## src/rtl/rom_dl_writer.sv

```systemverilog
// Packs a byte-wide ROM download stream into 16-bit big-endian words, queues
// them with their word address, and replays them to an SDRAM write port using
// a level request / one-cycle acknowledge handshake.
//
// Ports:
//   clk_sys, reset_n            clock and synchronous active-low reset
//   ioctl_downl/wr/addr/dout    byte download stream
//   wr_req/wr_addr/wr_data      SDRAM write request with word address and data
//   wr_ack                      one-cycle acceptance of the current request
//   rom_loaded                  level: every downloaded byte has been written
//   done                        one-cycle pulse when rom_loaded rises
//   overflow                    sticky: a word was dropped on a full queue
module rom_dl_writer #(
  parameter int unsigned FIFO_DEPTH = 4,
  parameter int unsigned AW         = 24
) (
  input  logic          clk_sys,
  input  logic          reset_n,
  input  logic          ioctl_downl,
  input  logic          ioctl_wr,
  input  logic [24:0]   ioctl_addr,
  input  logic [7:0]    ioctl_dout,
  output logic          wr_req,
  output logic [AW-2:0] wr_addr,
  output logic [15:0]   wr_data,
  input  logic          wr_ack,
  output logic          rom_loaded,
  output logic          done,
  output logic          overflow
);

  localparam int unsigned WAW = AW - 1;
  localparam int unsigned PW  = $clog2(FIFO_DEPTH);
  localparam int unsigned CW  = PW + 1;

  typedef enum logic [1:0] {S_IDLE, S_LOAD, S_FLUSH, S_DRAIN} state_t;

  state_t         r_state, w_next;
  logic           r_downl_d;
  logic           r_hold_valid;
  logic [7:0]     r_hold_hi;
  logic [WAW-1:0] r_hold_addr;
  logic [CW-1:0]  r_wp, r_rp;
  logic           r_wr_req;
  logic [WAW-1:0] r_wr_addr;
  logic [15:0]    r_wr_data;
  logic           r_rom_loaded, r_done, r_overflow;

  logic [WAW-1:0] r_mem_addr [FIFO_DEPTH];
  logic [15:0]    r_mem_data [FIFO_DEPTH];

  logic [WAW-1:0] w_waddr;
  logic           w_rise, w_pop, w_drop;
  logic [CW-1:0]  w_count, w_free, w_wp1;
  logic [1:0]     w_req_n, w_n_acc;
  logic [WAW-1:0] w_a_addr, w_b_addr;
  logic [15:0]    w_a_data, w_b_data;
  logic           w_clear, w_hold_load, w_hold_clr, w_finish;

  // Upper address bits beyond the write port width are discarded by design.
  if (AW < 25) begin : g_addr_hi
    logic w_unused_hi;
    assign w_unused_hi = ^ioctl_addr[24:AW];
  end

  assign w_waddr = ioctl_addr[AW-1:1];
  assign w_rise  = ioctl_downl & ~r_downl_d;
  assign w_pop   = r_wr_req & wr_ack;
  assign w_count = r_wp - r_rp;
  assign w_free  = CW'(FIFO_DEPTH) - w_count;
  assign w_wp1   = r_wp + CW'(1);

  // Entries are accepted in order; whatever does not fit is dropped.
  assign w_drop  = w_free < CW'(w_req_n);
  assign w_n_acc = w_drop ? {1'b0, (w_free != '0)} : w_req_n;

  // State register.
  always_ff @(posedge clk_sys) begin
    if (!reset_n) r_state <= S_IDLE;
    else          r_state <= w_next;
  end

  // Next state, byte packing decisions and queue push requests.
  always_comb begin
    w_next      = r_state;
    w_clear     = 1'b0;
    w_req_n     = 2'd0;
    w_a_addr    = '0;
    w_a_data    = '0;
    w_b_addr    = '0;
    w_b_data    = '0;
    w_hold_load = 1'b0;
    w_hold_clr  = 1'b0;
    w_finish    = 1'b0;
    if (w_rise && (r_state != S_LOAD)) begin
      w_next  = S_LOAD;
      w_clear = 1'b1;
    end else begin
      case (r_state)
        S_IDLE: w_next = S_IDLE;
        S_LOAD: begin
          if (!ioctl_downl) begin
            w_next = S_FLUSH;
          end else if (ioctl_wr) begin
            if (!ioctl_addr[0]) begin
              w_hold_load = 1'b1;
              if (r_hold_valid) begin
                w_req_n  = 2'd1;
                w_a_addr = r_hold_addr;
                w_a_data = {r_hold_hi, 8'h00};
              end
            end else begin
              w_hold_clr = 1'b1;
              if (r_hold_valid && (r_hold_addr == w_waddr)) begin
                w_req_n  = 2'd1;
                w_a_addr = w_waddr;
                w_a_data = {r_hold_hi, ioctl_dout};
              end else if (r_hold_valid) begin
                w_req_n  = 2'd2;
                w_a_addr = r_hold_addr;
                w_a_data = {r_hold_hi, 8'h00};
                w_b_addr = w_waddr;
                w_b_data = {8'h00, ioctl_dout};
              end else begin
                w_req_n  = 2'd1;
                w_a_addr = w_waddr;
                w_a_data = {8'h00, ioctl_dout};
              end
            end
          end
        end
        // A trailing even byte waits here until the queue has room for it.
        S_FLUSH: begin
          if (!r_hold_valid) begin
            w_next = S_DRAIN;
          end else if (w_free != '0) begin
            w_req_n    = 2'd1;
            w_a_addr   = r_hold_addr;
            w_a_data   = {r_hold_hi, 8'h00};
            w_hold_clr = 1'b1;
            w_next     = S_DRAIN;
          end
        end
        S_DRAIN: begin
          if ((w_count == '0) && !r_wr_req) begin
            w_next   = S_IDLE;
            w_finish = 1'b1;
          end
        end
        default: w_next = S_IDLE;
      endcase
    end
  end

  // Queue storage; the second port is used only when two words arrive at once.
  always_ff @(posedge clk_sys) begin
    if (w_n_acc != 2'd0) begin
      r_mem_addr[r_wp[PW-1:0]] <= w_a_addr;
      r_mem_data[r_wp[PW-1:0]] <= w_a_data;
    end
    if (w_n_acc == 2'd2) begin
      r_mem_addr[w_wp1[PW-1:0]] <= w_b_addr;
      r_mem_data[w_wp1[PW-1:0]] <= w_b_data;
    end
  end

  // Control registers, hold register, queue pointers and write port.
  always_ff @(posedge clk_sys) begin
    if (!reset_n) begin
      r_downl_d    <= 1'b0;
      r_hold_valid <= 1'b0;
      r_hold_hi    <= '0;
      r_hold_addr  <= '0;
      r_wp         <= '0;
      r_rp         <= '0;
      r_wr_req     <= 1'b0;
      r_wr_addr    <= '0;
      r_wr_data    <= '0;
      r_rom_loaded <= 1'b0;
      r_done       <= 1'b0;
      r_overflow   <= 1'b0;
    end else begin
      r_downl_d <= ioctl_downl;
      r_done    <= w_finish;
      if (w_finish) r_rom_loaded <= 1'b1;
      if (w_clear) begin
        r_rom_loaded <= 1'b0;
        r_overflow   <= 1'b0;
        r_hold_valid <= 1'b0;
        r_wp         <= '0;
        r_rp         <= '0;
        r_wr_req     <= 1'b0;
      end else begin
        if (w_drop) r_overflow <= 1'b1;
        if (w_hold_load) begin
          r_hold_valid <= 1'b1;
          r_hold_hi    <= ioctl_dout;
          r_hold_addr  <= w_waddr;
        end else if (w_hold_clr) begin
          r_hold_valid <= 1'b0;
        end
        r_wp <= r_wp + CW'(w_n_acc);
        // After an ack the request stays low for one cycle before the next head.
        if (w_pop) begin
          r_rp     <= r_rp + CW'(1);
          r_wr_req <= 1'b0;
        end else if (!r_wr_req) begin
          if (w_count != '0) begin
            r_wr_req  <= 1'b1;
            r_wr_addr <= r_mem_addr[r_rp[PW-1:0]];
            r_wr_data <= r_mem_data[r_rp[PW-1:0]];
          end else if (w_n_acc != 2'd0) begin
            // Empty queue: present the word being pushed without waiting a cycle.
            r_wr_req  <= 1'b1;
            r_wr_addr <= w_a_addr;
            r_wr_data <= w_a_data;
          end
        end
      end
    end
  end

  assign wr_req     = r_wr_req;
  assign wr_addr    = r_wr_addr;
  assign wr_data    = r_wr_data;
  assign rom_loaded = r_rom_loaded;
  assign done       = r_done;
  assign overflow   = r_overflow;

endmodule

```

## config.mk

```make
export PLATFORM = sky130hd
export DESIGN_NAME = rom_dl_writer
export DESIGN_NICKNAME = d
export VERILOG_FILES = /design/src/rtl/rom_dl_writer.sv
export SDC_FILE = /design/constraint.sdc
export NUM_CORES = 1
export LEC_CHECK = 0
export BUFFER_PORTS_ARGS = -buffer_cell sky130_fd_sc_hd__buf_2
export CORE_MARGIN = 4
export CORE_UTILIZATION = 51
export CTS_CLUSTER_SIZE = 25
export DETAILED_ROUTE_END_ITERATION = 8
export PLACE_DENSITY = 0.83
export SYNTH_ARGS = -nofsm -noshare
export SYNTH_HDL_FRONTEND = slang
export SYNTH_SLANG_ARGS = --single-unit
```

## constraint.sdc

```tcl
create_clock -name clk_sys -period 4.8 [get_ports clk_sys]
set_input_delay 0.24 -clock clk_sys [delete_from_list [all_inputs] [get_ports clk_sys]]
set_output_delay 0.24 -clock clk_sys [all_outputs]
set_load 0.02 [all_outputs]
```

==> flow_metrics.env <==
export IMPL_insertedDiodeCount=0
export IMPL_synth_warnings=0
export IMPL_final_common_cell="edfxtp_1"
export IMPL_fmax_ghz=0.2314
export IMPL_power_internal_mw=3.626
export IMPL_critPathLaunchType="register"
export IMPL_r2r_start="r_wp[0]"
export IMPL_yosysTopAreaCell="edfxtp_1"
export IMPL_rr_worst_depth=16
export IMPL_die_x_um=163.2
export IMPL_coreArea_um2=23610
export IMPL_path_max_fanout=40
export IMPL_timing_hold_ws_ns=0.01288
export IMPL_ys_ff_latch=240
export IMPL_pin_count=81
export IMPL_drive_above_1_share=0.2090
export IMPL_num_nets_final=1232
export IMPL_initial_core_util=0.5200
export IMPL_syn_area_um2=12280
export IMPL_synth_top_area_frac=0.3033
export IMPL_cts_buffers_inserted=26
export IMPL_status="complete, no violations"
export IMPL_port_buffers=79
export IMPL_synth_async_sr_flop_share=0
export IMPL_root_buffer="clkbuf_16"
export IMPL_worst_slew_pin_slew_ns=1.166
export IMPL_required_ns=5.20
export IMPL_final_cell_mix="edfxtp_1, nand2_1, dfxtp_1, nand3_1, o21ai_0"
export IMPL_grt_ovfl_total=0
export IMPL_syn_num_nets=1204
export IMPL_crit_type="reg -> reg"
export IMPL_sw_frac_of_total=0.2087
export IMPL_grt_first_pass_wirelength_mm=50.13
export IMPL_cts_tree="yes"
export IMPL_rows=56
export IMPL_setup_violations=0
export IMPL_finalClockSkew_ns=0.02843
export IMPL_vias=9183
export IMPL_routedWlPerCell_um=20.23
export IMPL_max_slew_margin=0.2201
export IMPL_power_leakage_nw=5.317
export IMPL_switching_power_uw=956.3
export IMPL_synth_cells=1153
export IMPL_die_area_um2=26620
export IMPL_synth_distinct_cells=60
export IMPL_r2r_slack_ns=0.48
export IMPL_synth_edff_count=124
export IMPL_hold_depth=3
export IMPL_rsz0062_at_grt="false"
export IMPL_layout_min_cycle_time_ns=4.321
export IMPL_fillers=1914
export IMPL_maxSlewViolCount=0
export IMPL_die_h_um=163.2
export IMPL_drtIter0Drc=790
export IMPL_drcViolationCount=0
export IMPL_clkPwrFrac=0.497
export IMPL_track_usage=0.2344
export IMPL_synthToLayoutAreaGrowth_pct=12.68
export IMPL_routed_via_density=6.041
export IMPL_firstDrtPassIters=6
export IMPL_clk_pin_slew_ns=0.06
export IMPL_yosysSeqAreaShare=0.4924
export IMPL_hold_path_class="in -> reg"
export IMPL_antenna_found_initial=3
export IMPL_routabilityCongestion=0.8091
export IMPL_ir_drop_v=0.0003117
export IMPL_min_delay_start="ioctl_addr[11]"
export IMPL_tns_ns=0
export IMPL_cts_sinks=240
export IMPL_grt_max_degree=64
export IMPL_clk_latency_ns=0.54
export IMPL_cts_max_path_buffers=3
export IMPL_power_density_nw_per_um2=331.2
export IMPL_grt_pass1_vias=9461
export IMPL_htree_levels=1
export IMPL_synth_main_ff_cell="edfxtp_1"
export IMPL_ant_nets=0
export IMPL_holdPathEnd="r_hold_addr[10]"
export IMPL_post_route_period_util=0.9002
export IMPL_routed_wl_mm=30.75
export IMPL_maxCapViolations=0
export IMPL_worstPathArrival_ns=4.72
export IMPL_dpl_hpwl_mm=18.49
export IMPL_combPwrFrac=0.034
export IMPL_avgSynthCellArea_um2=10.65
export IMPL_p_seq_frac=0.470
export IMPL_r2r_end="wr_data[1]"
export IMPL_hold_viol_final=0
export IMPL_ys_top_cells_by_area="edfxtp_1, dfxtp_1, mux4_2"
export IMPL_cp_end_kind="register"
## cell type report
cell class,count,area (um^2),area share
Multi-Input combinational cell,756,5490,0.3969
Inverter,41,153.9,0.01112
Tap cell,319,399.1,0.02885
Timing Repair Buffer,116,755.7,0.05463
Clock buffer,30,705.7,0.05101
Clock inverter,18,281.5,0.02035
Sequential cell,240,6048,0.4372
## critical path, cell delays in order, from the launching register on
cell      delay, ns
dfxtp_1        0.35
inv_1          0.10
ha_1           0.17
inv_1          0.05
fa_1           0.37
xnor2_1        0.14
xnor2_1        0.15
inv_1          0.07
ha_1           0.28
nand2b_1       0.19
and2_1         0.15
nand3_1        0.09
a31oi_2        0.56
o311a_4        0.27
buf_4          0.45
nand2_1        0.34
o311a_1        0.46
## power groups by stage
stage	Combinational (mW)	Sequential, mW	Clock [mW]
floorplan	0.101	2.20	0
global placement	0.144	2.20	0
detailed placement	0.147	2.20	0
CTS	0.154	2.15	2.29
global route	0.170	2.15	2.38
finish	0.156	2.15	2.28
## state kept, by name, summed over array words and instances, names as in the netlist
signal	cells
done	1
overflow	1
r_downl_d	1
r_hold_addr	23
r_hold_hi	8
r_hold_valid	1
r_mem_addr	92
r_mem_data	64
r_rp	3
r_state	2
r_wp	3
rom_loaded	1
wr_addr	23
wr_data	16
wr_req	1
## per-layer routing
layer	global-route usage	up-vias	share of wire	wire, um
met4	0.07663	6	0.027	837
li1	-	4222	-	-
met5	0	-	0.0014	42
met2	0.4117	422	0.50	15510
met3	0.04643	83	0.087	2675
met1	0.2913	4450	0.38	11690
## through the flow
stage                     total power [mW]  instance area, um^2  worst slack [ns]    util  instances
final                                4.582                13830            0.4789  0.5859       1520
after global routing                 4.705                13830            0.1940  0.5859       1520
after CTS                            4.597                13830            0.4762  0.5859       1520
after detailed placement             2.343                12770            0.5095  0.5407       1464
after global placement               2.339                12770            0.6821  0.5407       1464
after floorplan                      2.298                12280            0.1642       -       1153
## synth_stat cells, types with 3 or more instances
cell and number:
or2_0 3, mux2i_1 41, and2_1 53, nor2_1 49
buf_1 4, xnor2_1 23, o32a_1 22, a211oi_2 8
mux4_2 39, buf_4 3, edfxtp_1 124, ha_1 11
dfxtp_1 116, xor2_1 4, inv_1 40, o21ai_0 93
and3_1 4, nor3_1 8, a21oi_1 68, o311a_1 8
or2_1 20, o2111a_1 4, nand4_1 5, o211ai_1 4
nand3_1 97, a21o_1 10, clkbuf_1 51, a311oi_2 22
buf_6 13, nand2_1 119, buf_2 44, nand2b_1 7
## how the worst max path moves through the flow
stage	from	to	slack, ns
after detailed placement	r_wp[0]	r_mem_addr[0][9]	0.51
final	r_wp[0]	wr_data[1]	0.48
after global routing	r_wp[0]	wr_data[1]	0.19
after global placement	r_wp[0]	wr_data[7]	0.68
after floorplan	r_rp[1]	r_mem_addr[0][0]	0.16
after CTS	r_wp[0]	wr_data[1]	0.48
## what timing repair did
item | 4_1_cts | 5_1_grt
hold buffers | 8 | 0
hold endpoints to repair | 8 | 0
gates resized for setup | 0 | 0
setup buffers | 0 | 0
## cells by family (layout without fill, tap and decap cells)
family,Yosys count,count (layout),synth area share
AOI/OAI and AO/OA,256,256,0.1541
xor gates and xnor gates,29,29,0.02191
adders and majority gates,13,13,0.01447
buffers and inverters,157,205,0.06145
DFF,240,240,0.4924
muxes,80,80,0.1050
and+or+nand+nor,378,378,0.1507
Note: power is estimated with default switching activity, not from simulation.
